### config.mk
export PLATFORM = sky130hd
export DESIGN_NAME = tablero_disparos
export DESIGN_NICKNAME = d
export VERILOG_FILES = /design/src/rtl/tablero_disparos.sv
export SDC_FILE = /design/constraint.sdc
export NUM_CORES = 1
export LEC_CHECK = 0
export CAP_MARGIN = 20
export CORE_MARGIN = 1.5
export CORE_UTILIZATION = 55
export CTS_CLUSTER_DIAMETER = 100
export DETAILED_ROUTE_END_ITERATION = 10
export PLACE_DENSITY = 0.74
export REMOVE_ABC_BUFFERS = 1
export SYNTH_ARGS = -nofsm -noshare
export SYNTH_HDL_FRONTEND = slang
export SYNTH_SLANG_ARGS = --single-unit
### constraint.sdc
create_clock -name clk -period 4 [get_ports clk]
set_input_delay 0.6 -clock clk [delete_from_list [all_inputs] [get_ports clk]]
set_output_delay 0.6 -clock clk [all_outputs]
set_load 0.03 [all_outputs]
### src/rtl/tablero_disparos.sv
// tablero_disparos: Battleship fleet board; validates/writes ship placements and resolves shots into hit/miss/sunk.
// Ports: clk, rst (async active-low); placement handshake place_valid/place_ready with place_id/row/col/len/vert,
// answered by place_done/place_err; shot handshake shot_valid/shot_ready with shot_row/col, answered by
// res_valid/res_hit/res_sunk/res_repeat/res_id; barcos segment matrix (row k = ship k); flota_lista; fin_juego.
module tablero_disparos #(
  parameter int NUM_BARCOS = 5,
  parameter int BOARD = 5
) (
  input  logic clk,
  input  logic rst,
  input  logic place_valid,
  output logic place_ready,
  input  logic [2:0] place_id,
  input  logic [2:0] place_row,
  input  logic [2:0] place_col,
  input  logic [2:0] place_len,
  input  logic place_vert,
  output logic place_done,
  output logic place_err,
  input  logic shot_valid,
  output logic shot_ready,
  input  logic [2:0] shot_row,
  input  logic [2:0] shot_col,
  output logic res_valid,
  output logic res_hit,
  output logic res_sunk,
  output logic res_repeat,
  output logic [2:0] res_id,
  output logic [NUM_BARCOS-1:0][BOARD-1:0] barcos,
  output logic flota_lista,
  output logic fin_juego
);
  typedef enum logic [1:0] {IDLE, CHK, WR, DONE} state_t;
  localparam logic [3:0] B = 4'(BOARD);
  localparam logic [3:0] N = 4'(NUM_BARCOS);
  state_t state, state_nx;
  logic [6:0] grid [BOARD][BOARD];
  logic [NUM_BARCOS-1:0] placed;
  logic [2:0] rid, rrow, rcol, rlen, i;
  logic rvert, err;
  logic [3:0] cr, cc;
  logic bad_req, cell_bad, last, place_hs, shot_hs, shot_in, shot_live;
  logic [6:0] shot_cell;
  logic [2:0] sk, sj;
  assign flota_lista = &placed;
  assign fin_juego = flota_lista & ~|barcos;
  assign place_ready = (state == IDLE) & ~flota_lista;
  assign shot_ready = (state == IDLE) & flota_lista & ~fin_juego;
  assign place_done = state == DONE;
  assign place_err = place_done & err;
  assign place_hs = place_valid & place_ready;
  assign shot_hs = shot_valid & shot_ready;
  assign bad_req = {1'b0, place_id} >= N || placed[place_id] || place_len == 3'd0 || {1'b0, place_len} > B;
  assign cr = {1'b0, rrow} + (rvert ? {1'b0, i} : 4'd0);
  assign cc = {1'b0, rcol} + (rvert ? 4'd0 : {1'b0, i});
  // bounds are tested on the 4-bit sums; the grid read only matters when in bounds
  assign cell_bad = cr >= B || cc >= B || grid[cr[2:0]][cc[2:0]][6];
  assign last = i == rlen - 3'd1;
  assign shot_in = {1'b0, shot_row} < B && {1'b0, shot_col} < B;
  assign shot_cell = shot_in ? grid[shot_row][shot_col] : 7'd0;
  assign sk = shot_cell[5:3];
  assign sj = shot_cell[2:0];
  assign shot_live = shot_cell[6] & barcos[sk][sj];
  always_comb begin
    state_nx = state;
    case (state)
      IDLE: state_nx = place_hs ? (bad_req ? DONE : CHK) : IDLE;
      CHK: state_nx = cell_bad ? DONE : (last ? WR : CHK);
      WR: state_nx = last ? DONE : WR;
      default: state_nx = IDLE;
    endcase
  end
  always_ff @(posedge clk or negedge rst)
    if (!rst) state <= IDLE;
    else state <= state_nx;
  always_ff @(posedge clk or negedge rst)
    if (!rst) begin
      for (int r = 0; r < BOARD; r++)
        for (int c = 0; c < BOARD; c++)
          grid[r][c] <= '0;
      placed <= '0;
      barcos <= '0;
      rid <= '0;
      rrow <= '0;
      rcol <= '0;
      rlen <= '0;
      rvert <= 1'b0;
      i <= '0;
      err <= 1'b0;
      res_valid <= 1'b0;
      res_hit <= 1'b0;
      res_sunk <= 1'b0;
      res_repeat <= 1'b0;
      res_id <= '0;
    end else begin
      res_valid <= shot_hs;
      res_hit <= shot_hs & shot_cell[6];
      res_repeat <= shot_hs & shot_cell[6] & ~barcos[sk][sj];
      res_sunk <= shot_hs & shot_live & ((barcos[sk] & ~(BOARD'(1) << sj)) == '0);
      res_id <= shot_hs & shot_cell[6] ? sk : 3'd0;
      if (shot_hs & shot_live) barcos[sk][sj] <= 1'b0;
      if (place_hs) begin
        rid <= place_id;
        rrow <= place_row;
        rcol <= place_col;
        rlen <= place_len;
        rvert <= place_vert;
        i <= '0;
        err <= bad_req;
      end
      if (state == CHK) begin
        if (cell_bad) err <= 1'b1;
        else i <= last ? 3'd0 : i + 3'd1;
      end
      if (state == WR) begin
        grid[cr[2:0]][cc[2:0]] <= {1'b1, rid, i};
        barcos[rid][i] <= 1'b1;
        i <= i + 3'd1;
        if (last) placed[rid] <= 1'b1;
      end
    end
endmodule

==> results.ini, run 1 <==
[run_status]
status=finished clean

[final_layout]
syn_to_final_growth_pct=17.0
final_cells=1394
final_cell_mix=dfrtp_1 (231), mux2_2 (165), nor2_1 (68)
drive_gt1_share_pct=28.2
postLayoutCellArea_um2=13800
antenna_cells=0
final_common_cell=dfrtp_1
layout.nets=1133

[power_and_ir_drop]
p_switching_uw=3230
powerDensity_nw_per_um2=655
vdd_drop_max_mv=0.351
switching_share_pct=35.7
clkPwrFrac_pct=27.1
p_int_uw=5820
comb_power_share_pct=34.0
p_seq_share_pct=39.0
p_leak_uw=0.00631

[critical_path]
worstPathArrival_ns=4.13
r2r_cells=13
cpPeakStageDelay_ns=0.45
cp_top_family=compound AO/OA/AOI/OAI gates
path_max_fanout=7
worstPathRequired_ns=4.47
cp.depth=13
crit_chain=and2_1 -> ha_1 -> fa_1 -> xor2_1 -> mux2i_1 -> o21ai_0 -> o211ai_1 -> nand3_1 -> a21oi_1 -> o2111ai_1 -> nand2b_1 -> o21ai_0 -> mux2_2
crit_top_cell=o21ai_0
cp-endpoint=i[0]$_DFF_PN0_
start_kind=flip-flop
crit_start=rvert$_DFFE_PN0P_
ff2ff_setup_slack_ns=0.34
criticalPathCategory=flip-flop to flip-flop
r2r_start=rvert$_DFFE_PN0P_
rr_endpoint=i[0]$_DFF_PN0_
endpoint_kind=flip-flop
worst-path-buf-inv=0
cpMaxStageDelayCell=xor2_1

[global_route]
antenna_found_initial=0
grt_use_total_pct=30.2
grt_pass1_wl_um=51200
grt_pass1_vias=8861
grt-ovfl-total=0
grt_max_degree=112

[synth]
syn-cell-area_um2=11800
async_flop_share_pct=100
ys.flop_type=dfrtp_1
synth_edf_count=0
ys_seq_area_share_pct=49.0
ys_ff_latch=231
syn-instance-count=1017
syn_avg_cell_area_um2=11.6
yosys_warnings=0
synth_cell_types=80

[timing]
whs_ns=0.140
period_needed_ns=3.66
relSlewSlack_pct=27.9
fmax_mhz=274
finClkSkew_ns=0.0212
slew_violations=0
setup_viol=0
finalHoldViolCount=0
tns_ns=0
fin_crit_sh_pct=91.4
tightestPinTransition_ns=1.08
rsz0062_at_grt=no

[clock_network]
cts_max_level=1
cts_root_buf=clkbuf_16
cts_tree=done
clockBufferDepth=3
cts.clk_slew.worst_paths_ns=0.06
cts_resized=0
cts_sinks=231
worstSkewPairLatency_ns=0.55
cts_hold_buf=0
post_cts_buffers=0
cts_buffers=25

[route]
drc=0
ant_nets=0
dr.pass1.iters=5
wl_per_cell_um=23.5
drt_iter0_markers=697
via_per_inst=6.35
drt-total-wl_um=32800
vias=8848

[job]
drv_cap=0

[die]
coreArea_um2=21000
die-area_um2=22400
io_pins=61
initial_core_util_pct=56.2
die_h_um=150
fp.dieW_um=150
rows=53

[placed_design]
port-buffer-count=60
place_congestion=0.967
placed_area_um2=12900
hpwl_um=22700
dp.cells=1348

[min_path]
holdCritPathClass=input port to asynchronous set/reset pin

[registers in the layout, indices dropped and copies added (netlist names)]
| name | flops |
|---|---|
| grid | 175 |
| rid | 3 |
| res_valid | 1 |
| res_id | 3 |
| i | 3 |
| res_sunk | 1 |
| err | 1 |
| barcos | 25 |
| state | 2 |
| rvert | 1 |
| rlen | 3 |
| rcol | 3 |
| res_hit | 1 |
| res_repeat | 1 |
| rrow | 3 |
| placed | 5 |
[synth_stat cells (all sizes together), types with 4 or more instances]
library cell / count / area [um^2]
dfrtp: 231 / 5780
mux2: 165 / 1860
nor2: 70 / 268
mux2i: 47 / 470
a21oi: 46 / 234
nand2: 45 / 176
o21ai: 43 / 215
clkbuf: 33 / 130
nand2b: 25 / 159
buf: 24 / 165
nand3: 24 / 120
inv: 23 / 86.3
nor3: 21 / 120
or2: 21 / 131
a41oi: 19 / 166
mux4: 17 / 383
nor2b: 15 / 93.8
a31oi: 11 / 83.8
and2: 11 / 68.8
o211ai: 11 / 82.6
nor4: 10 / 62.6
ha: 8 / 100
a21o: 7 / 52.6
and3: 6 / 37.5
xor2: 6 / 52.6
a32oi: 5 / 66.3
nor3b: 5 / 37.5
a211oi: 4 / 35.0
o221ai: 4 / 35.0
or3: 4 / 25.0
or3b: 4 / 35.0
[area by class of cell]
cell class / count / area, um^2
well taps: 275 / 344
repair buffers: 113 / 1080
clock inverters: 12 / 181
multi-input cells: 706 / 5640
fillers: 1609 / 7210
clock buffers: 34 / 689
inverters: 23 / 86.3
flip-flops and latches: 231 / 5780
[how the worst min path moves through the flow]
| stage | from | to | slack, ns | depth (start not counted) |
|---|---|---|---|---|
| 2_1_floorplan | rst | barcos[0]$_DFF_PN0_ | 0.30 | 0 |
| 4_1_cts | rst | err$_DFF_PN0_ | 0.18 | 1 |
| 6_report | rst | grid[56]$_DFFE_PN0P_ | 0.14 | 1 |
| 5_1_grt | rst | rlen[1]$_DFFE_PN0P_ | 0.22 | 1 |
| 3_5_place_dp | placed[4]$_DFFE_PN0P_ | placed[4]$_DFFE_PN0P_ | 0.47 | 1 |
| 3_3_place_gp | placed[2]$_DFFE_PN0P_ | placed[2]$_DFFE_PN0P_ | 0.45 | 1 |
[cell families after synthesis]
group / count (synthesis) / share of synthesized area (%)
buffers and inverters: 80 / 3.23
XOR/XNOR: 9 / 0.668
AND/OR/NAND/NOR: 271 / 12.0
AO/OA/AOI/OAI: 187 / 11.0
adder cells (fa/ha/maj): 10 / 1.19
multiplexers: 229 / 23.0
flip-flops: 231 / 49.0
[power by group through the flow]
stage	clock, uW	combinational, uW	sequential [uW]
final	2450	3080	3530
after global routing	2570	3300	3610
after CTS	2480	3030	3520
after global placement	0	2950	3510
after floorplan	0	1980	3420
after detailed placement	0	3010	3550
[per-stage QoR]
| stage | power, uW | utilization (%) | worst slack (ns) |
|---|---|---|---|
| 2_1_floorplan | 5400 | - | 0.431 |
| 3_3_place_gp | 6460 | 61.5 | 0.215 |
| 3_5_place_dp | 6560 | 61.5 | 0.156 |
| 4_1_cts | 9030 | 65.7 | 0.425 |
| 5_1_grt | 9490 | 65.7 | 0.181 |
| 6_report | 9050 | 65.7 | 0.345 |
[per-layer routing]
layer	GRT usage [%]	routed length (um)	vias up
met1	41.3	13700	4468
met5	0	0	-
met2	48.0	15200	378
met3	4.57	2400	96
met4	13.3	1500	0
li1	-	-	3906
(Power assumes the default switching activity.)
==> inputs of run 2 (changes only) <==
Settings changed: DONT_BUFFER_PORTS from default to 1, PLACE_DENSITY 0.74 to 0.7.
Clock period 4 ns to 3.65 ns, I/O delays scaled along.
==> run 2 against run 1 <==
  * The run now ends with hold timing left
  * Clock skew shrank 0.0089 ns
  * Clock-buffer cell count grew 2
  * Die area is the same
  * Clock power grew 3%
  * Cell area shrank 6.0%
  * Combinational power grew 3%
  * Fmax grew 8.0%
  * Core utilization shrank 3.9 points
  * First-iteration DRC count grew 9.8%
  * Critical path type unchanged
==> results.ini, run 2 (synthesized netlist as in run 1, its figures left out) <==
[global_route]
top_usage_layer=met2  ; unchanged
grt_max_degree=232  ; was 112
grt_pass1_vias=8647  ; was 8861
grt_pass1_wl_um=49400  ; was 51200 um
use_met1_pct=39.2  ; was 41.3%
grt-ovfl-total=0  ; unchanged
met2_usage_pct=46.2  ; was 48.0%
met3_usage_pct=4.66  ; was 4.57%
antenna_found_initial=0  ; unchanged
grt_use_total_pct=28.7  ; was 30.2%

[critical_path]
worstPathRequired_ns=4.06  ; was 4.47 ns
cpMaxStageDelayCell=fa_1  ; was xor2_1
worstPathArrival_ns=3.79  ; was 4.13 ns
start_kind=flip-flop  ; unchanged
cp_top_family=simple AND/OR/NAND/NOR gates  ; was compound AO/OA/AOI/OAI gates
worst-path-buf-inv=1  ; was 0
path_max_fanout=8  ; was 7
endpoint_kind=flip-flop  ; unchanged
criticalPathCategory=flip-flop to flip-flop  ; unchanged
crit_chain=and2_1 -> ha_1 -> fa_1 -> xor2_1 -> buf_4 -> mux2i_1 -> o21ai_0 -> o211ai_1 -> nand3_1 -> a21oi_1 -> o2111ai_2 -> nand2b_1 -> and3_1 -> mux2_2  ; was and2_1 -> ha_1 -> fa_1 -> xor2_1 -> mux2i_1 -> o21ai_0 -> o211ai_1 -> nand3_1 -> a21oi_1 -> o2111ai_1 -> nand2b_1 -> o21ai_0 -> mux2_2
cpPeakStageDelay_ns=0.44  ; was 0.45 ns
ff2ff_setup_slack_ns=0.27  ; was 0.34 ns
crit_start=rvert$_DFFE_PN0P_  ; unchanged
r2r_start=rvert$_DFFE_PN0P_  ; unchanged

[route]
ant_nets=0  ; unchanged
vias=8450  ; was 8848
drc=0  ; unchanged
wl_per_cell_um=23.3  ; was 23.5 um
drt-total-wl_um=30800  ; was 32800 um
via_per_inst=6.40  ; was 6.35
dr.pass1.iters=5  ; unchanged
drt_iter0_markers=765  ; was 697

[final_layout]
final_common_cell=dfrtp_1  ; unchanged
largest_reg_flops=175  ; unchanged
top_regs=grid x175, barcos x25, placed x5  ; unchanged
top_register=grid  ; unchanged
final_cell_mix=dfrtp_1 (231), mux2_2 (165), nor2_1 (68)  ; unchanged
postLayoutCellArea_um2=13000  ; was 13800 um^2
fillers=1658  ; was 1609
drive_gt1_share_pct=28.7  ; was 28.2%
layout.nets=1060  ; was 1133
antenna_cells=0  ; unchanged
syn_to_final_growth_pct=9.95  ; was 17.0%
multi_input_area_um2=5650  ; was 5640 um^2
seqCellArea_um2=5780  ; unchanged

[die]
die_h_um=150  ; unchanged
die-area_um2=22400  ; unchanged
io_pins=61  ; unchanged
coreArea_um2=21000  ; unchanged
initial_core_util_pct=56.2  ; unchanged
fp.dieW_um=150  ; unchanged
rows=53  ; unchanged

[run_status]
violations=hold timing
status=finished, violations left  ; was finished clean

[power_and_ir_drop]
powerDensity_nw_per_um2=734  ; was 655 nW/um^2
p_leak_uw=0.00596  ; was 0.00631 uW
p_total_uw=9530  ; was 9050 uW
vdd_drop_max_mv=0.460  ; was 0.351 mV

[timing]
rsz0062_at_grt=no  ; unchanged
period_needed_ns=3.38  ; was 3.66 ns
relSlewSlack_pct=48.1  ; was 27.9%
whs_ns=-0.282  ; was 0.140 ns
fmax_mhz=296  ; was 274 MHz
tightestPinTransition_ns=0.778  ; was 1.08 ns
setup_viol=0  ; unchanged
finClkSkew_ns=0.0123  ; was 0.0212 ns
slew_violations=0  ; unchanged
tns_ns=0  ; unchanged
fin_crit_sh_pct=92.7  ; was 91.4%
finalHoldViolCount=231  ; was 0

[clock_network]
worstSkewPairLatency_ns=0.53  ; was 0.55 ns
cts_sinks=231  ; unchanged
cts_max_level=1  ; unchanged
cts_root_buf=clkbuf_16  ; unchanged
cts.clk_slew.worst_paths_ns=0.06  ; about the same
clockBufferDepth=3  ; unchanged
cts_tree=done  ; unchanged
cts_buffers=25  ; unchanged

[placed_design]
hpwl_um=20300  ; was 22700 um
placed_area_um2=12200  ; was 12900 um^2
port-buffer-count=0  ; was 60
place_congestion=0.942  ; was 0.967

[job]
drv_cap=0  ; unchanged

[min_path]
holdCritPathClass=input port to asynchronous set/reset pin  ; unchanged

[run 2: changes by cell type in the layout (fill, tap and decap cells not counted), moves of 2 or more]
cell / change
buf_12: -7
buf_4: -7
bufinv_16: -2
clkbuf_8: +2
clkdlybuf4s50_1: -57
[run 2: area by class of cell]
type	instances	share of cell area, %
sequential	231	44.5
multi-input combinational	706	43.5
clock buffer	36	5.52
tap	275	2.65
timing repair buffer	40	2.31
clock inverter	9	0.790
inverter	23	0.665
[run 2: report_power, final]
part,internal (uW),total [uW],switching [uW]
logic,1440,3180,1740
registers,3290,3810,528
clock network,1500,2530,1030
total,6230,9530,3300
[run 2: path summary, 6_finish.rpt]
path / end / depth (start not counted)
setup / recovery: i[0]$_DFF_PN0_ / 14
hold / removal: rvert$_DFFE_PN0P_ / 0
setup reg to reg: i[0]$_DFF_PN0_ / 14
hold reg to reg: placed[1]$_DFFE_PN0P_ / 1
max in group asynchronous: grid[144]$_DFFE_PN0P_ / 0
min in group clk: rrow[1]$_DFFE_PN0P_ / 1
[run 2: per-stage QoR]
step | util [%] | cells | worst slack (ns)
after floorplan | - | 960 | 0.0811
after global placement | 57.8 | 1275 | 0.361
after detailed placement | 57.8 | 1275 | 0.334
after CTS | 61.7 | 1320 | 0.286
after global routing | 61.8 | 1320 | 0.0194
final | 61.8 | 1320 | 0.267
[run 2: what timing repair did]
action	4_1_cts	5_1_grt
endpoints found under the setup margin	0	1
endpoints found under the hold margin	231	231
gates resized for setup	0	2
setup buffers	0	0
[run 2: metal layers]
layer  vias to the layer above  part of all wire, %
li1                       3749                    -
met1                      4285                   43
met2                       338                   47
met3                        78                  6.9
met4                         0                  3.4
met5                         -                    0
==> inputs of run 3 (changes only) <==
Settings changed: CORE_MARGIN 1.5 to 2.
==> run 3 against run 2 <==
  * The run still ends with hold timing left
  * Largest power group unchanged
  * Critical endpoint unchanged
  * Critical path type unchanged
  * Critical path depth unchanged
  * Cell area up 0.94%
  * Combinational power about the same
  * Setup slack worse by 0.018 ns
  * Largest cell class unchanged
==> results.ini, run 3 (synthesized netlist as in run 1, its figures left out) <==
[timing]
fmax_mhz=294  ; was 296 MHz
rsz0062_at_grt=no  ; unchanged
setup_viol=0  ; unchanged
whs_ns=-0.298  ; was -0.282 ns
fin_ws_ns=0.249  ; was 0.267 ns
finalHoldViolCount=231  ; unchanged
fin_crit_sh_pct=93.2  ; was 92.7%
finClkSkew_ns=0.0220  ; was 0.0123 ns
tns_ns=0  ; unchanged
relSlewSlack_pct=38.6  ; was 48.1%
period_needed_ns=3.40  ; was 3.38 ns
slew_violations=0  ; unchanged
tightestPinTransition_ns=0.920  ; was 0.778 ns

[clock_network]
clockBufferDepth=3  ; unchanged
cts.clk_slew.worst_paths_ns=0.06  ; about the same
post_cts_buffers=0  ; unchanged
cts_root_buf=clkbuf_16  ; unchanged
cts_resized=0  ; unchanged
cts_sinks=231  ; unchanged
worstSkewPairLatency_ns=0.54  ; was 0.53 ns
cts_tree=done  ; unchanged
cts_max_level=1  ; unchanged
cts_buffers=26  ; was 25

[die]
die-area_um2=22700  ; was 22400 um^2
coreArea_um2=21000  ; unchanged
io_pins=61  ; unchanged
rows=53  ; unchanged
initial_core_util_pct=56.2  ; unchanged
die_h_um=151  ; was 150 um
fp.dieW_um=151  ; was 150 um

[final_layout]
drive_gt1_share_pct=29.1  ; was 28.7%
seqCellArea_um2=5780  ; unchanged
multi_input_area_um2=5640  ; was 5650 um^2
layout.nets=1066  ; was 1060
top_regs=grid x175, barcos x25, placed x5  ; unchanged
final_common_cell=dfrtp_1  ; unchanged
largest_reg_flops=175  ; unchanged
postLayoutCellArea_um2=13100  ; was 13000 um^2
top_register=grid  ; unchanged
final_cell_mix=dfrtp_1 (231), mux2_2 (165), nor2_1 (68)  ; unchanged
syn_to_final_growth_pct=11.0  ; was 9.95%
fillers=1678  ; was 1658

[route]
via_per_inst=6.35  ; was 6.40
drc=0  ; unchanged
vias=8433  ; was 8450
wl_per_cell_um=23.2  ; was 23.3 um
dr.pass1.iters=5  ; unchanged
ant_nets=0  ; unchanged
drt-total-wl_um=30900  ; was 30800 um
drt_iter0_markers=631  ; was 765

[critical_path]
endpoint_kind=flip-flop  ; unchanged
path_max_fanout=8  ; unchanged
worstPathRequired_ns=4.07  ; was 4.06 ns
criticalPathCategory=flip-flop to flip-flop  ; unchanged
crit_chain=and2_1 -> ha_1 -> fa_1 -> xor2_1 -> buf_4 -> mux2i_1 -> o21ai_0 -> o211ai_1 -> nand3_1 -> a21oi_1 -> o2111ai_1 -> nand2b_1 -> and3_1 -> mux2_2  ; was and2_1 -> ha_1 -> fa_1 -> xor2_1 -> buf_4 -> mux2i_1 -> o21ai_0 -> o211ai_1 -> nand3_1 -> a21oi_1 -> o2111ai_2 -> nand2b_1 -> and3_1 -> mux2_2
worstPathArrival_ns=3.82  ; was 3.79 ns
start_kind=flip-flop  ; unchanged
cpMaxStageDelayCell=fa_1  ; unchanged
cpPeakStageDelay_ns=0.44  ; about the same

[global_route]
grt-ovfl-total=0  ; unchanged
antenna_found_initial=1  ; was 0
grt_pass1_vias=8369  ; was 8647
grt_pass1_wl_um=48400  ; was 49400 um
grt_max_degree=232  ; unchanged
grt_use_total_pct=27.9  ; was 28.7%

[power_and_ir_drop]
vdd_drop_max_mv=0.424  ; was 0.460 mV
p_total_uw=9710  ; was 9530 uW
powerDensity_nw_per_um2=741  ; was 734 nW/um^2
p_leak_uw=0.00602  ; was 0.00596 uW

[placed_design]
port-buffer-count=0  ; unchanged
post-place-ws_ns=0.300  ; was 0.334 ns
placed_area_um2=12200  ; about the same
hpwl_um=20100  ; was 20300 um
place_congestion=0.919  ; was 0.942

[min_path]
holdCritPathClass=input port to asynchronous set/reset pin  ; unchanged

[job]
drv_cap=0  ; unchanged

[run_status]
violations=hold timing  ; unchanged
status=finished, violations left  ; unchanged

## run 3: changes by cell type in the layout (fill, tap and decap cells not counted), sizes merged
cell / change
buf: +5
bufinv: +1
clkbuf: +5
clkinv: -2
diode: +1
inv: -1
## run 3: final timing paths
kind,start,endpoint,slack (ns),cells after the start
worst max-delay path,rvert$_DFFE_PN0P_,i[0]$_DFF_PN0_,0.25,14
worst min-delay path,rst,state[0]$_DFF_PN0_,-0.30,0
worst max register to register,rvert$_DFFE_PN0P_,i[0]$_DFF_PN0_,0.25,14
worst min register to register,placed[1]$_DFFE_PN0P_,placed[1]$_DFFE_PN0P_,0.48,1
max in group asynchronous,rst,grid[154]$_DFFE_PN0P_,3.69,0
min in group clk,place_id[0],rid[0]$_DFFE_PN0P_,0.16,1
## run 3: final cells by class
class	instances	share of cell area [%]
diodes	1	0.0191
clock buffers	41	6.09
clock inverters	7	0.840
inverters	23	0.659
multi-input cells	706	43.1
flip-flops and latches	231	44.1
well taps	275	2.63
repair buffers	45	2.58
## run 3: critical path, delay by kind of cell (launching register included)
family                     cells  cell delay, ns
xor gates and xnor gates       1            0.19
adders and majority gates      2            0.64
and+or+nand+nor                4            0.69
DFF                            1            0.42
buffers and inverters          1            0.19
muxes                          2            0.48
AOI/OAI and AO/OA              4            0.67
## run 3: power by group
group | leakage, uW | internal, uW | switching [uW] | total, uW
clock network | 0.000449 | 1700 | 1030 | 2740
logic | 0.00257 | 1430 | 1730 | 3160
registers | 0.00300 | 3290 | 528 | 3810
## run 3: layer usage
layer,wire [um],GRT usage [%],up-vias
met5,0,0,-
li1,-,-,3775
met3,2140,4.30,66
met2,14500,44.3,341
met1,13300,39.6,4251
met4,874,8.49,0
## run 3: through the flow
stage	util (%)	cells
final	62.3	1329
after global placement	58.0	1280
after detailed placement	58.0	1280
after floorplan	-	960
after CTS	62.3	1328
after global routing	62.3	1329
==> variant 1 (config.mk and constraints of run 3) <==
The 4 states of `state_t` get a one-hot encoding in 4 bits.
--- a/src/rtl/tablero_disparos.sv
+++ b/src/rtl/tablero_disparos.sv
@@ -32,3 +32,3 @@
 );
-  typedef enum logic [1:0] {IDLE, CHK, WR, DONE} state_t;
+  typedef enum logic [3:0] {IDLE = 4'b0001, CHK = 4'b0010, WR = 4'b0100, DONE = 4'b1000} state_t;
   localparam logic [3:0] B = 4'(BOARD);
Formal check against the unedited RTL: same outputs for any inputs over 4 cycles, from zero or initial values and one cycle with rst low; so few cycles prove little.
==> variant 1 against run 3 <==
- the run still ends with negative hold slack left
- critical path depth decreased by 4
- routed wire length increased by 7.2%
- synthesized area increased by 1.4%
- worst setup slack improved by 28 ps
- highest routed layer unchanged
- final area increased by 2.1%
- first-iteration DRC count increased by 24%
- largest cell class unchanged
- sequential cell count increased by 2
Power is not compared: it rests on default switching activity, and its combinational part moved more than twofold at a synthesized area within 25%.
==> variant 1: results (changes against run 3) <==
vias in the first global route=8,777 (+4.9%); Hold Slack=-296 ps (+2.40 ps); met2 Use GR=0.476 (+0.0331); Post-Place Setup Slack=156 ps (-143 ps); final hold violation count=233 (+0.87%); non-filler instance count after layout=1,339 (+0.75%); Seq/Total Area, Yosys=0.487 (-0.00242); Final Wtd Congestion=0.974 (+5.9%); cell count after placement=1,293 (+1.0%); vias per cell=6.53 (+2.9%); Fillers=1,691 (+0.77%); crit path from=grid[151]; min cycle time layout=3370 ps (-28.0 ps); Clock Skews=6.93 ps (-15.1 ps); Met1 Wirelength=14.0 mm (+5.3%); Mapped Cells=1,029 (+1.2%); GRT met3 Usage=0.0533 (+0.0103); dpl cell area=12,500 um^2 (+2.1%); status=complete, but fails checks; met2 wire length=15.5 mm (+6.2%); largest cells by area after synthesis=dfrtp_1, mux2_2, mux4_2; Yosys cell types=78 (-2.5%); All-Layer GR Usage=0.298 (+0.0196); Final HPWL DP=22.3 mm (+11%); Nets=1,078 (+1.1%); layout cells sized above 1=0.301 (+0.0102); violated checks=negative hold slack; violation count after the first detailed-routing iteration=783 (+24%)
==> variant 1: cell count changes after synthesis, sizes merged, moves of 9 or more <==
cell / delta
a21oi: -22
nand2: +22
o21ai: -20
a41oi: -17
mux2i: -16
clkbuf: +10
nand4: +10
a21o: +9
==> variant 1: cells by family after synthesis <==
family | count (synthesis) | synth area share
xor gates and xnor gates | 6 | 0.00439
DFF | 233 | 0.487
buffers and inverters | 90 | 0.0311
and+or+nand+nor | 300 | 0.131
muxes | 228 | 0.234
adders and majority gates | 10 | 0.0117
AOI/OAI and AO/OA | 162 | 0.101
==> variant 1: worst paths after layout <==
check	slack, ps	depth (start not counted)	to
setup / recovery	280	10	barcos[16]
hold / removal	-300	0	rlen[1]
setup reg to reg	280	10	barcos[16]
hold reg to reg	470	1	err
max in group asynchronous	3470	0	grid[56]
min in group clk	150	1	rid[1]
==> variant 1: area by class of cell <==
class                   count  area, um^2  share of cell area
repair buffers             49         380              0.0284
inverters                  30         113             0.00842
clock inverters             8         163              0.0122
well taps                 275         344              0.0257
multi-input cells         706        5780               0.432
clock buffers              38         764              0.0571
flip-flops and latches    233        5830               0.436
==> variant 1: power breakdown <==
group	switching [uW]	leakage (uW)	internal (uW)
sequential	151	0.00316	2690
combinational	918	0.00279	532
clock	1070	0.000444	1730
total	2140	0.00639	4950
==> variant 1: what timing repair did <==
action / CTS / global route
resized for setup: 0 / 1
endpoints found under the setup margin: 0 / 1
endpoints found under the hold margin: 233 / 233
==> variant 1: worst max-delay path: cells and delay by family, from the launching register on <==
family | cells | cell delay, ps
AO/OA/AOI/OAI | 5 | 1520
AND/OR/NAND/NOR | 3 | 720
multiplexers | 1 | 440
flip-flops | 1 | 370
buffers and inverters | 1 | 210
==> variant 2 (settings of run 3) <==
Without the edit above. The parameter `NUM_BARCOS` goes from 5 to 4.
--- a/src/rtl/tablero_disparos.sv
+++ b/src/rtl/tablero_disparos.sv
@@ -5,3 +5,3 @@
 module tablero_disparos #(
-  parameter int NUM_BARCOS = 5,
+  parameter int NUM_BARCOS = 4,
   parameter int BOARD = 5
Interface: changed (resized barcos); port bits go from 61 to 56. No check against the original RTL was run, so the function may have changed too.
==> variant 2 against run 3 <==
- the flow still finishes with violations (negative hold slack)
- total power hardly changed
- synthesized area fell by 2.5%
- clock skew shrank 9.7 ps
- sequential cell count is 6 lower
- routed wire length is 5.3% lower
- synthesized cell count fell by 7.1%
- worst setup slack worse by 120 ps
- final area shrank 3.0%
==> variant 2: results (changes against run 3) <==
status=complete, but fails checks; violated checks=negative hold slack; Max-Slew Margin vs Limit=0.262 (-0.124); Hold Slack=-275 ps (+22.9 ps); largest net degree at the start of global routing=226 (-2.6%); All-Layer GR Usage=0.271 (-0.00732); ANT cells=0 (-1); met2 wire length=14.2 mm (-2.4%); CP max FO=5 (-3); Worst path slowest cell=fa_2; Met1 Wirelength=12.5 mm (-5.8%); Yosys cell types=87 (+8.8%); Final Wtd Congestion=0.903 (-1.8%); non-filler instance count after layout=1,251 (-5.9%); Nets=996 (-6.6%); initial antenna violation count=0 (-1); global-route wire length before repair=46.2 mm (-4.4%); slowest stage delay, CP=630 ps (+190 ps); Worst-path clk slew=60 ps (about the same); Leak Pwr=0.00587 uW (-2.4%); clock buffer depth=3 (unchanged); layout cells sized above 1=0.339 (+0.0489); met3 WL post-DR=1.67 mm (-22%); CTS Buf Count=24 (-7.7%); final hold violation count=225 (-2.6%); min cycle time layout=3520 ps (+119 ps); Fillers=1,622 (-3.3%); YS warnings=0 (unchanged); hold crit path type=input pin to async pin; clock root cell=clkbuf_16; Clock Skews=12.3 ps (-9.66 ps); WP data arrival=3980 ps (+160 ps); most frequent cells after synthesis=dfrtp_1, mux2_2, nand2_1; dpl cell area=11,900 um^2 (-2.3%); largest cells by area after synthesis=dfrtp_1, mux2_2, mux4_2; Post-Synth XOR/XNOR Area=0.00739 (+0.000715); Max VDD drop=0.393 mV (-7.1%); met2 Use GR=0.458 (+0.0152); multiplexer share of the synthesized area=0.242 (+0.0122); Post-Synth Adder-Cell Area=0.0122 (+0.000304); vias per cell=6.33 (-0.16%); vias in the first global route=8,097 (-3.3%); Routed WL=29.2 mm (-5.3%); Final HPWL DP=19.3 mm (-4.1%); mean area per synthesized cell=12.2 um^2 (+4.9%); GRT met3 Usage=0.0331 (-0.00990); GR Layer Usage met1=0.374 (-0.0227); Synth Area in Compound Gates=0.105 (-0.00543); cell count after placement=1,205 (-5.9%); highest routed metal layer=met4; largest family of logic cells by synthesized area=multiplexers; DR pass1 iterations=7 (+2); Seq/Total Area, Yosys=0.489 (about the same); violation count after the first detailed-routing iteration=633 (+0.32%)
-- variant 2: cell count changes in the layout (fill, tap and decap cells not counted), moves of 7 or more --
cell / before / now
a21oi_1: 45 / 16
a41oi_1: 19 / 0
mux2i_1: 47 / 25
mux4_2: 17 / 27
nand2_1: 44 / 62
nand2b_1: 24 / 15
nor2_1: 68 / 46
nor2b_1: 15 / 7
nor3_1: 18 / 9
o211ai_1: 11 / 4
o21ai_0: 38 / 24
o22ai_1: 3 / 10
or2_2: 18 / 27
-- variant 2: per-stage QoR --
| stage | setup slack [ps] | hold slack (ps) |
|---|---|---|
| after floorplan | -233 | 252 |
| after CTS | 18.2 | -297 |
| after detailed placement | 32.2 | 259 |
| after global placement | 92.5 | 258 |
| after global routing | -3.60 | -295 |
| final | 130 | -275 |
-- variant 2: path summary, 6_finish.rpt --
path                               from         to  slack, ps  depth (start not counted)
setup / recovery                   i[0]       i[2]        130                         11
hold / removal                      rst    rlen[1]       -280                          0
setup reg to reg                   i[0]       i[2]        130                         11
hold reg to reg               placed[2]  placed[2]        480                          1
max in group asynchronous           rst  grid[161]       3430                          0
min in group clk           place_row[1]    rrow[1]        170                          1
-- variant 2: area by class of cell --
| class | count | area [um^2] | share of cell area |
|---|---|---|---|
| timing repair buffer | 47 | 353 | 0.0277 |
| clock inverter | 8 | 101 | 0.00797 |
| tap | 270 | 338 | 0.0266 |
| inverter | 17 | 66.3 | 0.00522 |
| clock buffer | 36 | 686 | 0.0539 |
| sequential | 225 | 5630 | 0.443 |
| multi-input combinational | 648 | 5540 | 0.436 |
-- variant 2: power by group --
group	leakage, uW	switching (uW)	internal, uW	total, uW
clock	0.000389	990	1440	2430
combinational	0.00255	1770	1650	3420
sequential	0.00294	609	3250	3860
